**src/rtl/morse_round_ctrl.sv**
```systemverilog
// Round controller for the Morse trainer: fetches the expected symbol from ROM,
// opens a timed answer window, scores the player's symbol and sequences the game.
module morse_round_ctrl #(
    parameter int unsigned ROUNDS        = 8,
    parameter int unsigned TIMEOUT_TICKS = 50,
    parameter int unsigned ADDR_W        = 4
) (
    input  logic              clk,
    input  logic              rst,
    input  logic              start,
    input  logic              tick_100ms,
    output logic [ADDR_W-1:0] rom_addr,
    input  logic [3:0]        rom_data,
    input  logic              player_valid,
    input  logic [3:0]        player_sym,
    output logic              busy,
    output logic              armed,
    output logic              hit,
    output logic              miss,
    output logic              timeout,
    output logic [ADDR_W:0]   score,
    output logic              game_over
);

    localparam int unsigned SCORE_W = ADDR_W + 1;
    localparam int unsigned TICK_W  = 8;

    localparam logic [2:0] S_IDLE  = 3'd0;
    localparam logic [2:0] S_FETCH = 3'd1;
    localparam logic [2:0] S_LOAD  = 3'd2;
    localparam logic [2:0] S_ARMED = 3'd3;
    localparam logic [2:0] S_CHECK = 3'd4;
    localparam logic [2:0] S_NEXT  = 3'd5;
    localparam logic [2:0] S_DONE  = 3'd6;

    localparam logic [ADDR_W-1:0]  LAST_ADDR = ADDR_W'(ROUNDS - 1);
    localparam logic [TICK_W-1:0]  LAST_TICK = TICK_W'(TIMEOUT_TICKS - 1);
    localparam logic [SCORE_W-1:0] SCORE_MAX = '1;

    logic [2:0]         state, state_nxt;
    logic [ADDR_W-1:0]  addr_nxt;
    logic [SCORE_W-1:0] score_nxt;
    logic [TICK_W-1:0]  tick_cnt, tick_nxt;
    logic [3:0]         expected, expected_nxt;
    logic [3:0]         sym_q, sym_nxt;
    logic               over_nxt, hit_nxt, miss_nxt, timeout_nxt, busy_nxt, armed_nxt;

    // State, datapath and registered outputs
    always_ff @(posedge clk) begin
        if (!rst) begin
            state     <= S_IDLE;
            rom_addr  <= '0;
            score     <= '0;
            tick_cnt  <= '0;
            expected  <= '0;
            sym_q     <= '0;
            game_over <= 1'b0;
            hit       <= 1'b0;
            miss      <= 1'b0;
            timeout   <= 1'b0;
            busy      <= 1'b0;
            armed     <= 1'b0;
        end else begin
            state     <= state_nxt;
            rom_addr  <= addr_nxt;
            score     <= score_nxt;
            tick_cnt  <= tick_nxt;
            expected  <= expected_nxt;
            sym_q     <= sym_nxt;
            game_over <= over_nxt;
            hit       <= hit_nxt;
            miss      <= miss_nxt;
            timeout   <= timeout_nxt;
            busy      <= busy_nxt;
            armed     <= armed_nxt;
        end
    end

    // Next-state and next-output logic
    always_comb begin
        state_nxt    = state;
        addr_nxt     = rom_addr;
        score_nxt    = score;
        tick_nxt     = tick_cnt;
        expected_nxt = expected;
        sym_nxt      = sym_q;
        over_nxt     = game_over;
        hit_nxt      = 1'b0;
        miss_nxt     = 1'b0;
        timeout_nxt  = 1'b0;

        case (state)
            S_IDLE, S_DONE: begin
                if (start) begin
                    addr_nxt  = '0;
                    score_nxt = '0;
                    over_nxt  = 1'b0;
                    state_nxt = S_FETCH;
                end
            end
            S_FETCH: state_nxt = S_LOAD;
            S_LOAD: begin
                expected_nxt = rom_data;
                tick_nxt     = '0;
                state_nxt    = S_ARMED;
            end
            S_ARMED: begin
                if (tick_100ms) begin
                    tick_nxt = tick_cnt + TICK_W'(1);
                end
                // A player answer beats an expiring tick in the same cycle
                if (player_valid) begin
                    sym_nxt   = player_sym;
                    state_nxt = S_CHECK;
                end else if (tick_100ms && (tick_cnt == LAST_TICK)) begin
                    timeout_nxt = 1'b1;
                    miss_nxt    = 1'b1;
                    state_nxt   = S_NEXT;
                end
            end
            S_CHECK: begin
                if (sym_q == expected) begin
                    hit_nxt = 1'b1;
                    if (score != SCORE_MAX) begin
                        score_nxt = score + SCORE_W'(1);
                    end
                end else begin
                    miss_nxt = 1'b1;
                end
                state_nxt = S_NEXT;
            end
            S_NEXT: begin
                if (rom_addr == LAST_ADDR) begin
                    over_nxt  = 1'b1;
                    state_nxt = S_DONE;
                end else begin
                    addr_nxt  = rom_addr + ADDR_W'(1);
                    state_nxt = S_FETCH;
                end
            end
            default: state_nxt = S_IDLE;
        endcase

        busy_nxt  = (state_nxt != S_IDLE) && (state_nxt != S_DONE);
        armed_nxt = (state_nxt == S_ARMED);
    end

endmodule

```
**config.mk**
```make
export PLATFORM = sky130hd
export DESIGN_NAME = morse_round_ctrl
export DESIGN_NICKNAME = d
export VERILOG_FILES = /design/src/rtl/morse_round_ctrl.sv
export SDC_FILE = /design/constraint.sdc
export NUM_CORES = 1
export LEC_CHECK = 0
export CAP_MARGIN = 20
export CORE_ASPECT_RATIO = 2
export CORE_MARGIN = 1
export CORE_UTILIZATION = 56
export CTS_CLUSTER_SIZE = 10
export DETAILED_ROUTE_END_ITERATION = 8
export PLACE_DENSITY_LB_ADDON = 0.08
export SYNTH_ARGS = -nofsm -noshare
export SYNTH_HDL_FRONTEND = slang
export SYNTH_SLANG_ARGS = --single-unit
```
**constraint.sdc**
```tcl
create_clock -name clk -period 4.15 [get_ports clk]
set_input_delay 0.83 -clock clk [delete_from_list [all_inputs] [get_ports clk]]
set_output_delay 0.83 -clock clk [all_outputs]
set_load 0.1 [all_outputs]
```
==> metrics.txt, run 1 <==
router iterations before antenna repair 4; Setup Skew 4.14 ps; CTS root buf clkbuf_8; NetSw 213 uW; Routed met3 length 160 um; WP buf/inv 1; Crit path largest cell delay 1170 ps; Worst Hold Endpoint game_over; RSZ-0062 raised after global routing no; Tmin final 2690 ps; critical path class reg -> out; number of global-route vias before repair 1,323; Crit path max-delay family buffers and inverters; chip width 40.5 um; max_cap viols 0; PD cells 355 nW/um^2; reg2reg path depth 6; Synth area leader dfxtp_1; Clock Latency Late Sink 290 ps; Mapped Nets 202; Async SR Flop Fraction 0%; post-synthesis mux area share 3.02%; Clock Pin Slew Worst Setup and Hold Paths 60 ps; port bufs 27; Final GP Congestion 0.885; Seq pwr share 49.6%; Clk pwr share 31.8%; power share of the combinational group 18.5%; met2 routed WL 2.00 mm; most numerous cell in the Yosys netlist dfxtp_1; initial antenna violation count 0; CP Cell Sequence clkdlybuf4s50_1; Yosys reg bits 34; die area 3200 um^2; Initial DRC Count 24; layout cell share with drive strength beyond 1 6.60%; Worst Hold Depth 2; met1 wire length 1.30 mm; Post-DRT Antenna Nets 0; # DRC 0; H-Tree Level Count 2; total grt overflow 0; Synth Area in Compound Gates 12.8%; # nets final 230; Vias/cell 5.82; post-synth top area share 41.1%; RR Endpoint score[1]; Max Used Layer met4; Slew @ Worst Pin 975 ps; Total GRT Usage 24.9%; Final HPWL DP 2.63 mm; Post-synth EDFFs 0; CP arrival 1860 ps; fmax 371 MHz; first-pass GRT wire length 5.49 mm; Pint 501 uW; Power Total 714 uW; max-slew violations 0; ant diodes 0; setup bufs post-CTS 0; worst min-delay path category reg -> reg; CTS Sinks 34; Area Overhead vs Synth 21.4%; Synth Area in Adders 3.77%; core footprint 2770 um^2; Leak Pwr 0.758 nW; CP max-delay cell clkdlybuf4s50_1; cts hold-fix bufs 0; clk buf depth 2; simple-gate portion of the synthesized area 28.9%; R2R setup slack 2300 ps; mapped cell area 1660 um^2; routed len/inst 14.6 um; Worst Path Max Fanout 5; Setup TNS Final 0 ps; crit path capture type output pin; CP startpoint kind flop; Hold Startpoint game_over; Std-Cell Rows 27; syn_area_per_cell 9.01 um^2; most frequent cells after synthesis dfxtp_1, nor2_1, nand2_1, nand3_1; Cells after Synth 184; cells taking the most area after synthesis dfxtp_1, xnor2_1, nor2_1, ha_1, nand3_1; worst r2r src score[0]; CTS tree yes; final core utilization 72.7%; total I/O pin count 28; Final Cycle Share 64.9%; post-cts resize count 0; Synth warnings 0; status finished clean; share of the yosys chip area belonging to registers 41.1%; Num CTS Buffers 5; VDD IR max 0.295 mV; final hold vios 0; non-filler cells, final 241; Initial Util 59.8%; Sw Share 29.8%; Synth cell types 40; largest net degree at the start of global routing 25; Die H 78.9 um; main combinational cell family by area after synthesis simple AND/OR/NAND/NOR gates; Critical Path RT 3320 ps; Via Count 1,402; Main synth FF type dfxtp_1; placed cells 234; Worst slew margin 34.8%; setup violators final 0; Post-Synth XOR/XNOR Area 7.40%; routed wire length 3.52 mm
## kinds of logic after synthesis
kind of cell	count (synthesis)
simple gates	82
flops	34
fa+ha+maj	5
buf+inv	12
compound gates	32
xor+xnor	14
mux	5
## sequential cells by signal (all words and copies together), names as in the netlist
name	count
armed	1
busy	1
expected	4
game_over	1
hit	1
miss	1
rom_addr	4
score	5
state	3
sym_q	4
tick_cnt	8
timeout	1
## final cells by class
type,count,area [um^2]
multi-input combinational,138,927
fill,240,757
sequential,34,681
timing repair buffer,27,270
clock buffer,7,76.3
tap,29,36.3
inverter,6,22.5
## through the flow
stage                     area (um^2)  hold slack [ps]  setup slack (ps)
after floorplan                  1660              471              1910
after global placement           1940              478              1770
after detailed placement         1940              483              1670
after CTS                        2010              498              1450
after global routing             2010              524              1420
final                            2010              497              1460
## worst max-delay path by stage
stage / start / end / depth (start not counted) / slack [ps]
final: score[0] / score[0] / 1 / 1460
after global routing: rom_addr[0] / rom_addr[0] / 1 / 1420
after CTS: score[0] / score[0] / 1 / 1450
after detailed placement: rst / busy / 5 / 1670
after global placement: rom_addr[2] / rom_addr[2] / 1 / 1770
after floorplan: score[0] / score[1] / 6 / 1910
## power groups by stage
stage / Sequential (mW) / Clock [mW] / Combinational (mW)
3_3_place_gp: 0.360 / 0 / 0.130
5_1_grt: 0.356 / 0.247 / 0.142
2_1_floorplan: 0.388 / 0 / 0.0686
4_1_cts: 0.354 / 0.233 / 0.133
3_5_place_dp: 0.361 / 0 / 0.132
6_report: 0.354 / 0.227 / 0.132
## per-layer routing
metal / vias to the layer above / global-route usage (%)
met2: 37 / 43.7
met3: 7 / 7.82
met1: 659 / 23.4
met5: - / 0
li1: 699 / -
met4: 0 / 12.0
## layout by cell type (no fill, tap or decap), types with 6 or more instances in the layout
cell	count
inv_1	6
o21ai_0	10
xnor2_1	10
clkdlybuf4s50_1	27
a21boi_0	6
nand3_1	12
nor2_1	20
dfxtp_1	34
nand2_1	12
and2_1	6
nor2b_1	7
Note: power is estimated with default switching activity, not from simulation.
==> inputs of run 2 (changes only) <==
Settings changed: CORE_UTILIZATION 56 to 52.
Clock period 4.15 ns to 2.6 ns, I/O delays scaled along.
==> metrics.txt, run 2 (synthesized netlist as in run 1, its figures left out) <==
status finished clean; Setup TNS Final 0 ps; Num CTS Buffers 5; worst r2r src state[0]; Post-Route Hold Slack 494 ps; initial antenna violation count 0; Clock Latency Late Sink 290 ps; biggest regs tick_cnt: 8 flops, score: 5 flops; design area 1990 um^2; setup violators final 0; die area 3430 um^2; Power Total 1.14 mW; CTS tree yes; Setup crit start state[0]; post-cts resize count 0; Initial Util 55.7%; total grt overflow 0; non-filler cells, final 243; ant diodes 0; Initial DRC Count 32; placed cells 236; RSZ-0062 raised after global routing no; Final GP Congestion 0.857; CP Cell Sequence and4b_1, nor2_1, o31ai_1, inv_1, and3_1; CP arrival 2040 ps; Vias/cell 5.85; router iterations before antenna repair 6; Max Used Layer met4; CP startpoint kind flop; max_cap viols 0; cts hold-fix bufs 0; Std-Cell Rows 28; Via Count 1,422; Routed met3 length 122 um; commonest non-fill, non-tap cell in the layout dfxtp_1; crit path capture type flop; fmax 537 MHz; VDD IR max 0.401 mV; Placed Area 1910 um^2; met1 wire length 1.30 mm; Die H 81.9 um; # nets final 231; worst min-delay path category reg -> reg; core footprint 2980 um^2; total I/O pin count 28; Setup Skew 7.98 ps; # DRC 0; CTS root buf clkbuf_8; Post-DRT Antenna Nets 0; largest net degree at the start of global routing 24; setup bufs post-CTS 0; met2 routed WL 2.01 mm; layout cell share with drive strength beyond 1 15.0%; final hold vios 0; PD cells 573 nW/um^2; Worst Path Max Fanout 23; Clock Pin Slew Worst Setup and Hold Paths 60 ps; first-pass GRT wire length 5.95 mm; number of global-route vias before repair 1,420; port bufs 27; critical path class reg -> reg; Final Cycle Share 71.6%; Critical Path RT 2780 ps; routed wire length 3.55 mm; CTS Sinks 34; Leak Pwr 0.797 nW; filler cell count 276; most frequent cells in the layout dfxtp_1, nor2_1, buf_4; Area Overhead vs Synth 19.8%; Setup WS post-layout 739 ps; Largest register FFs 8; Crit path largest cell delay 750 ps; clk buf depth 2; Top reg by flops tick_cnt; Hold Startpoint expected[2]; max-slew violations 0; pre-CTS WS 507 ps; Total GRT Usage 22.9%; Slew @ Worst Pin 672 ps; final core utilization 66.7%; routed len/inst 14.6 um; Worst slew margin 55.1%; Tmin final 1860 ps; chip width 41.9 um; Final HPWL DP 2.69 mm; CP max-delay cell dfxtp_1; H-Tree Level Count 2
-- run 2: worst paths after layout --
path	end	slack, ps	cells past startpoint
min reg2reg	expected[2]	490	2
min	expected[2]	490	2
max	armed	740	5
max reg2reg	armed	740	5
-- run 2: layout make-up --
| cell class | count | area [um^2] | area share (%) |
|---|---|---|---|
| sequential | 34 | 681 | 34.3 |
| timing repair buffer | 28 | 240 | 12.1 |
| tap | 30 | 37.5 | 1.89 |
| inverter | 6 | 22.5 | 1.13 |
| clock buffer | 5 | 68.8 | 3.46 |
| clock inverter | 2 | 10.0 | 0.504 |
| multi-input combinational | 138 | 927 | 46.7 |
-- run 2: metal layers --
layer / up-vias / GRT usage [%]
li1: 697 / -
met1: 676 / 21.3
met2: 39 / 43.4
met3: 10 / 4.62
met4: 0 / 15.5
met5: - / 0
-- run 2: worst max-delay path, delay by kind of cell (launching register included) --
kind / cells / cell delay (ps)
and+or+nand+nor: 3 / 550
DFF: 1 / 750
AOI/OAI and AO/OA: 1 / 350
buffers and inverters: 1 / 100
-- run 2: report_power, final --
part	total, mW	internal [mW]	switching, mW
Combinational	0.209	0.0748	0.134
Clock	0.364	0.179	0.185
Sequential	0.566	0.539	0.0262
==> inputs of run 3 (changes only) <==
Clock period 2.6 ns to 1.9 ns, I/O delays scaled along.
==> metrics.txt, run 3 (synthesized netlist as in run 1, its figures left out) <==
CP startpoint kind flop; Crit path largest cell delay 500 ps; Initial DRC Count 45; Initial Util 55.7%; Final Cycle Share 95.3%; power share of the combinational group 17.1%; placed cells 244; Sw Share 26.3%; number of global-route vias before repair 1,484; clk buf depth 2; Worst Hold Endpoint expected[2]; Power Total 1.93 mW; # nets final 239; setup violators final 0; Std-Cell Rows 28; H-Tree Level Count 2; Critical Path RT 2140 ps; CTS tree yes; CP most frequent cell ha_1; first-pass GRT wire length 6.53 mm; Total GRT Usage 25.0%; max_cap viols 0; Placed Area 2050 um^2; Leak Pwr 0.884 nW; port bufs 27; router iterations before antenna repair 4; Num CTS Buffers 5; biggest regs tick_cnt: 8 flops, score: 5 flops; design area 2200 um^2; Via Count 1,437; Slew @ Worst Pin 449 ps; total grt overflow 0; cts hold-fix bufs 0; RR Endpoint score[1]; ant diodes 0; R2R setup slack 90 ps; Hold Startpoint expected[2]; filler cell count 237; Top reg by flops tick_cnt; max-slew violations 0; total I/O pin count 28; Worst Path Max Fanout 6; Clock Latency Late Sink 290 ps; NetSw 508 uW; most frequent cells in the layout dfxtp_1, nor2_1, buf_4; CP max-delay cell o41a_1; worst r2r src score[0]; reg2reg path depth 6; CTS root buf clkbuf_8; Final HPWL DP 2.79 mm; Vias/cell 5.70; largest net degree at the start of global routing 16; worst min-delay path category reg -> reg; CP arrival 2050 ps; CTS Sinks 34; Seq pwr share 39.7%; Post-DRT Antenna Nets 0; Largest register FFs 8; VDD IR max 0.730 mV; status finished clean; PD cells 878 nW/um^2; Pint 1.42 mW; # DRC 0; layout cell share with drive strength beyond 1 23.0%; Worst Hold Depth 2; fmax 552 MHz; chip width 41.9 um; Tmin final 1810 ps; critical path class reg -> reg; final hold vios 0; crit path capture type flop; Worst slew margin 69.9%; initial antenna violation count 0; Clk pwr share 43.3%; Clock Pin Slew Worst Setup and Hold Paths 70 ps; Setup TNS Final 0 ps; CP Cell Sequence ha_1, and3_1, ha_1, o41a_1, nor3b_2, a31o_2; non-filler cells, final 252; routed wire length 3.81 mm; Setup Skew 4.46 ps; commonest non-fill, non-tap cell in the layout dfxtp_1; Final GP Congestion 0.892; Area Overhead vs Synth 32.6%; core footprint 2980 um^2; routed len/inst 15.1 um; die area 3430 um^2; Die H 81.9 um
[run 3: cell types whose count changed in the layout (fill, tap and decap cells not counted), moves of 3 or more]
cell,change
buf_12,+5
buf_4,+3
dfxtp_1,-8
dfxtp_2,+6
[run 3: area by class of cell]
cell class	instances	area (um^2)	area share, %
clock inverter	2	60.1	2.73
clock buffer	6	82.6	3.76
multi-input combinational	138	937	42.6
sequential	34	696	31.6
tap	30	37.5	1.71
timing repair buffer	36	363	16.5
inverter	6	22.5	1.02
[run 3: worst max path at each step]
stage / from / slack [ps] / depth (start not counted) / end
5_1_grt: score[1] / -4 / 7 / score[3]
6_report: score[0] / 90 / 6 / score[1]
3_5_place_dp: tick_100ms / -60 / 6 / busy
4_1_cts: score[1] / 50 / 6 / score[1]
2_1_floorplan: score[0] / 30 / 6 / score[1]
3_3_place_gp: tick_100ms / 30 / 6 / busy
[run 3: power by group through the flow]
stage	logic (mW)	registers [mW]	clock network [mW]
after floorplan	0.150	0.845	0
after global placement	0.320	0.780	0
after detailed placement	0.324	0.781	0
after CTS	0.328	0.765	0.846
after global routing	0.355	0.768	0.865
final	0.329	0.766	0.836
[run 3: routing by layer]
layer | GRT usage [%] | wire length, um | vias up
li1 | - | - | 715
met1 | 24.4 | 1430 | 667
met2 | 47.3 | 2100 | 41
met3 | 4.62 | 138 | 14
met4 | 15.2 | 129 | 0
met5 | 0 | 0 | -
[run 3: per-stage QoR]
stage	worst slack, ps	hold slack, ps	util [%]
6_report	89.8	492	73.8
3_3_place_gp	31.4	476	68.7
5_1_grt	-3.87	532	73.8
4_1_cts	53.0	496	73.5
2_1_floorplan	26.0	471	-
3_5_place_dp	-57.0	487	68.7
[run 3: what timing repair did]
| action | in CTS | in global routing |
|---|---|---|
| endpoints found under the setup margin | 0 | 2 |
| setup buffers | 0 | 0 |
| gates resized for setup | 0 | 2 |
[run 3: critical path: cells and delay by family (launching register included)]
family | cells | cell delay [ps]
adders and majority gates | 2 | 400
and+or+nand+nor | 2 | 400
DFF | 1 | 340
AOI/OAI and AO/OA | 2 | 620
==> variant 1, RTL diff (config.mk and constraints of run 3) <==
Change the localparam `TICK_W` from 8 to 12.
--- a/src/rtl/morse_round_ctrl.sv
+++ b/src/rtl/morse_round_ctrl.sv
@@ -24,5 +24,5 @@
 
     localparam int unsigned SCORE_W = ADDR_W + 1;
-    localparam int unsigned TICK_W  = 8;
+    localparam int unsigned TICK_W  = 12;
 
     localparam logic [2:0] S_IDLE  = 3'd0;
Behaviour: no difference found for any inputs over 10 cycles, from zero or initial values and one cycle with rst low; that may be too few to reach the edited logic, so the function may still have changed.
==> variant 1 against run 3 <==
First-iteration DRC count shrank 22%. Fmax is 1.7% higher. Combinational power shrank 13%. Sequential cell count rose by 4. Worst setup slack better by 0.030 ns. Die area up 12%. Non-clock buffer count up 7. Power fell by 4.6%. Sequential share of layout area rose by 0.46 points. Design area is 9.6% higher. Wire length up 16%. Area after synthesis is 13% higher. Count of clock-buffer cells in the layout grew 1. Critical path type unchanged. Critical endpoint is now score[3]. Largest power group is now sequential cells. Highest routed layer unchanged.
==> variant 1: results <==
[routing]
drtIter0Drc = 35
vias_per_cell = 5.428
post_drt_wl_per_cell_um = 14.37
drt_wl_total_mm = 4.398

[global_routing]
grt_use_total_pct = 25.69
grt_pass1_vias = 1688
grt_pass1_wl_mm = 7.258
grt_max_degree = 19

[setup_path]
r2r_slack_ns = 0.12
slowest_delay_ns = 0.47
critPathSlowestCell = or4_1
reg2reg_to = score[3]
crit_arrival_ns = 2.01

[logic_synthesis]
synth_top_area_share_pct = 40.70
synth-compound-area-share_pct = 16.20
netlist_instances = 217
syn_nets = 235

[power_and_ir_drop]
leakage_nw = 0.9076
intPower_mw = 1.357
combPwrFrac_pct = 15.6

[finish]
final_layout_size_suffix_gt1_share_pct = 18.60
largest_registers = tick_cnt: 12 flops, score: 5 flops
fill_cells = 280

[run_status]
status = finished clean

[placement]
dp_cells = 298

[hold_path]
whs_endpoint = score[3]

[sta]
fin_worst_skew_ns = 0.009394
-- variant 1: cell count changes in the layout (fill, tap and decap cells not counted), moves of 4 or more --
cell | run 3 | this run
a21oi_1 | 2 | 9
nor2_1 | 20 | 13
xor2_1 | 4 | 0
dfxtp_1 | 26 | 32
or3_1 | 2 | 7
o21ai_0 | 10 | 21
buf_4 | 19 | 28
-- variant 1: how the worst max path moves through the flow --
stage	startpoint	to	slack (ns)
floorplan	score[0]	score[3]	-0.06
detailed placement	tick_100ms	tick_cnt[11]	-0.006
finish	score[0]	score[3]	0.12
global placement	tick_100ms	tick_cnt[10]	0.05
CTS	score[0]	score[3]	0.01
global route	tick_cnt[1]	timeout	0.03
-- variant 1: tightest hold or removal path, delay by kind of cell (launching register included) --
kind / cells / cell delay, ns
DFF: 1 / 0.34
AOI/OAI and AO/OA: 2 / 0.12
-- variant 1: layout make-up --
type                            count  area share [%]
Inverter                            5          0.7792
Sequential cell                    38           32.10
Tap cell                           48           2.494
Clock inverter                      1           1.247
Clock buffer                        7           3.584
Timing Repair Buffer               43           16.21
Multi-Input combinational cell    164           43.58
-- variant 1: layer usage --
layer | track usage (%) | share of wire, % | vias up
met3 | 4.375 | 1.8 | 12
met1 | 23.28 | 36 | 774
li1 | - | - | 848
met2 | 48.93 | 58 | 27
met4 | 15.70 | 3.9 | 0
met5 | 0 | 0 | -
-- variant 1: per-stage QoR --
step	cell area (µm²)	power [mW]	TNS (ns)	setup WS [ns]
3_5_place_dp	2285	1.146	-0.005534	-0.005534
2_1_floorplan	1882	1.035	-0.05757	-0.05757
6_report	2409	1.842	0	0.1196
3_3_place_gp	2285	1.137	0	0.04743
4_1_cts	2401	1.854	0	0.01351
5_1_grt	2409	1.917	0	0.03253
==> variant 2, RTL diff (flow settings as in run 3) <==
Made on the original files. One comparison of `tick_cnt` changes from == to >=.
--- a/src/rtl/morse_round_ctrl.sv
+++ b/src/rtl/morse_round_ctrl.sv
@@ -113,5 +113,5 @@
                     sym_nxt   = player_sym;
                     state_nxt = S_CHECK;
-                end else if (tick_100ms && (tick_cnt == LAST_TICK)) begin
+                end else if (tick_100ms && (tick_cnt >= LAST_TICK)) begin
                     timeout_nxt = 1'b1;
                     miss_nxt    = 1'b1;
Formal check against the unedited RTL: same outputs for any inputs over 10 cycles, from zero or initial values and one cycle with rst low; that may be too few to reach the edited logic, so the function may still have changed.
==> variant 2 against run 3 <==
Design area up 1.4%. Area after synthesis is 4.2% higher. Synthesized cell count grew 2.2%. Fmax increased by 0.30%. Via count is 0.77% lower. Worst setup slack better by 0.0054 ns. Global-route usage fell by 3.8 points. Power decreased by 20%. Die area increased by 4.0%. Combinational power shrank 15%. Highest routed layer unchanged. Sequential cell count is the same. Non-clock buffer count grew 1. Wire length shrank 6.7%.
==> variant 2: results <==
[run_status]
status = finished clean

[logic_synthesis]
ys_warn_count = 0
synth_cell_types = 45
netlist_instances = 188
synth-async-reset-ratio_pct = 0
syn_nets = 207
yosysSeqAreaShare_pct = 39.42
synthFlopType = dfxtp_1
synth-xor-area-share_pct = 9.348
synth-compound-area-share_pct = 14.64
synth_commonest_cells = dfxtp_1, nor2_1, nand2_1, nand3_1, a21oi_1
synth_area_leaders = dfxtp_1, nor2_1, ha_1
synth_fa_ha_area_share_pct = 4.348
synth_mux_area_share_pct = 4.203

[setup_path]
critPathSlowestCell = dfxtp_4
path_delay_family = simple AND/OR/NAND/NOR gates
crit_arrival_ns = 1.96
r2r_slack_ns = 0.1
slowest_delay_ns = 0.36
path_max_fanout = 5

[global_routing]
grt_max_degree = 22
grt_pass1_wl_mm = 5.968
grt_antenna_before_repair = 0
grt_pass1_vias = 1436
grt_use_total_pct = 21.24

[routing]
post_drt_wl_per_cell_um = 13.81
vias_per_cell = 5.549
drtIter0Drc = 23
drtPass1Iterations = 4
drt_wl_total_mm = 3.549

[clocking]
clk_pin_slew_ns = 0.07
cts_buffer_depth = 2
cts-root-buf = clkbuf_8
cts_max_level = 2
cts_inserted_buffers = 5

[sta]
period_share_pct = 94.99
fin_worst_skew_ns = 0.004322
max_slew.worst_pin.slew_ns = 0.6471
hold-worst-slack_ns = 0.4921

[finish]
nets = 244
largest_registers = tick_cnt: 8 flops, score: 5 flops
final_layout_size_suffix_gt1_share_pct = 25.66
antenna_cells = 0

[placement]
dp_hpwl_mm = 2.739
pre_cts_ws_ns = -0.03182
finalWeightedCongestion = 0.8694
dp_cells = 249

[power_and_ir_drop]
ir_worst_vdd_mv = 0.6754
leakage_nw = 0.8606

[hold_path]
hold_class = reg2reg
## variant 2: cell types whose count changed in the layout (fill, tap and decap cells not counted), sizes merged, moves of 4 or more
cell and delta:
nand2b +6, nor2 +9, and2 -6, a21oi +9
o31ai -4, nor2b -5, a21boi -5
## variant 2: worst min-delay path, cell delays in order, from the launching register on
cell	delay, ns
dfxtp_2	0.33
nand2b_1	0.07
a21oi_1	0.06
## variant 2: kinds of logic after synthesis
group,after synthesis
AO/OA/AOI/OAI,32
flip-flops,34
AND/OR/NAND/NOR,80
multiplexers,7
buffers and inverters,14
adder cells (fa/ha/maj),6
XOR/XNOR,15
## variant 2: path summary, 6_finish.rpt
| kind | depth (start not counted) | startpoint | to |
|---|---|---|---|
| worst max register to register | 8 | score[1] | score[0] |
| worst min-delay path | 2 | score[4] | score[4] |
| worst min register to register | 2 | score[4] | score[4] |
| worst max-delay path | 8 | score[1] | score[0] |
## variant 2: timing repair
item / in CTS / in global routing
buffers inserted: 0 / 0
setup endpoints to repair: 0 / 2
hold buffers: 0 / 0
gates resized for setup: 0 / 2
## variant 2: per-stage QoR
stage,cell area (µm²),util [%]
floorplan,1742,-
global placement,2135,67.62
detailed placement,2135,67.62
CTS,2216,70.19
global route,2228,70.59
finish,2228,70.59
## variant 2: routing by layer
metal  global-route usage [%]  wire [µm]  vias up
li1                         -          -      726
met1                    21.20       1344      666
met2                    40.22       2035       28
met3                    4.113        100        6
met4                    8.239         69        0
met5                        0          0        -
## variant 2: layout make-up
cell class	instances	area, µm²
clock inverter	2	8.758
multi-input combinational	140	991.0
clock buffer	6	72.57
fill	260	928.4
sequential	34	695.7
tap	31	38.79
timing repair buffer	37	395.4
inverter	7	26.28
## variant 2: report_power, final
part,internal (mW),switching (mW)
clock network,0.252,0.251
logic,0.113,0.167
registers,0.730,0.0236
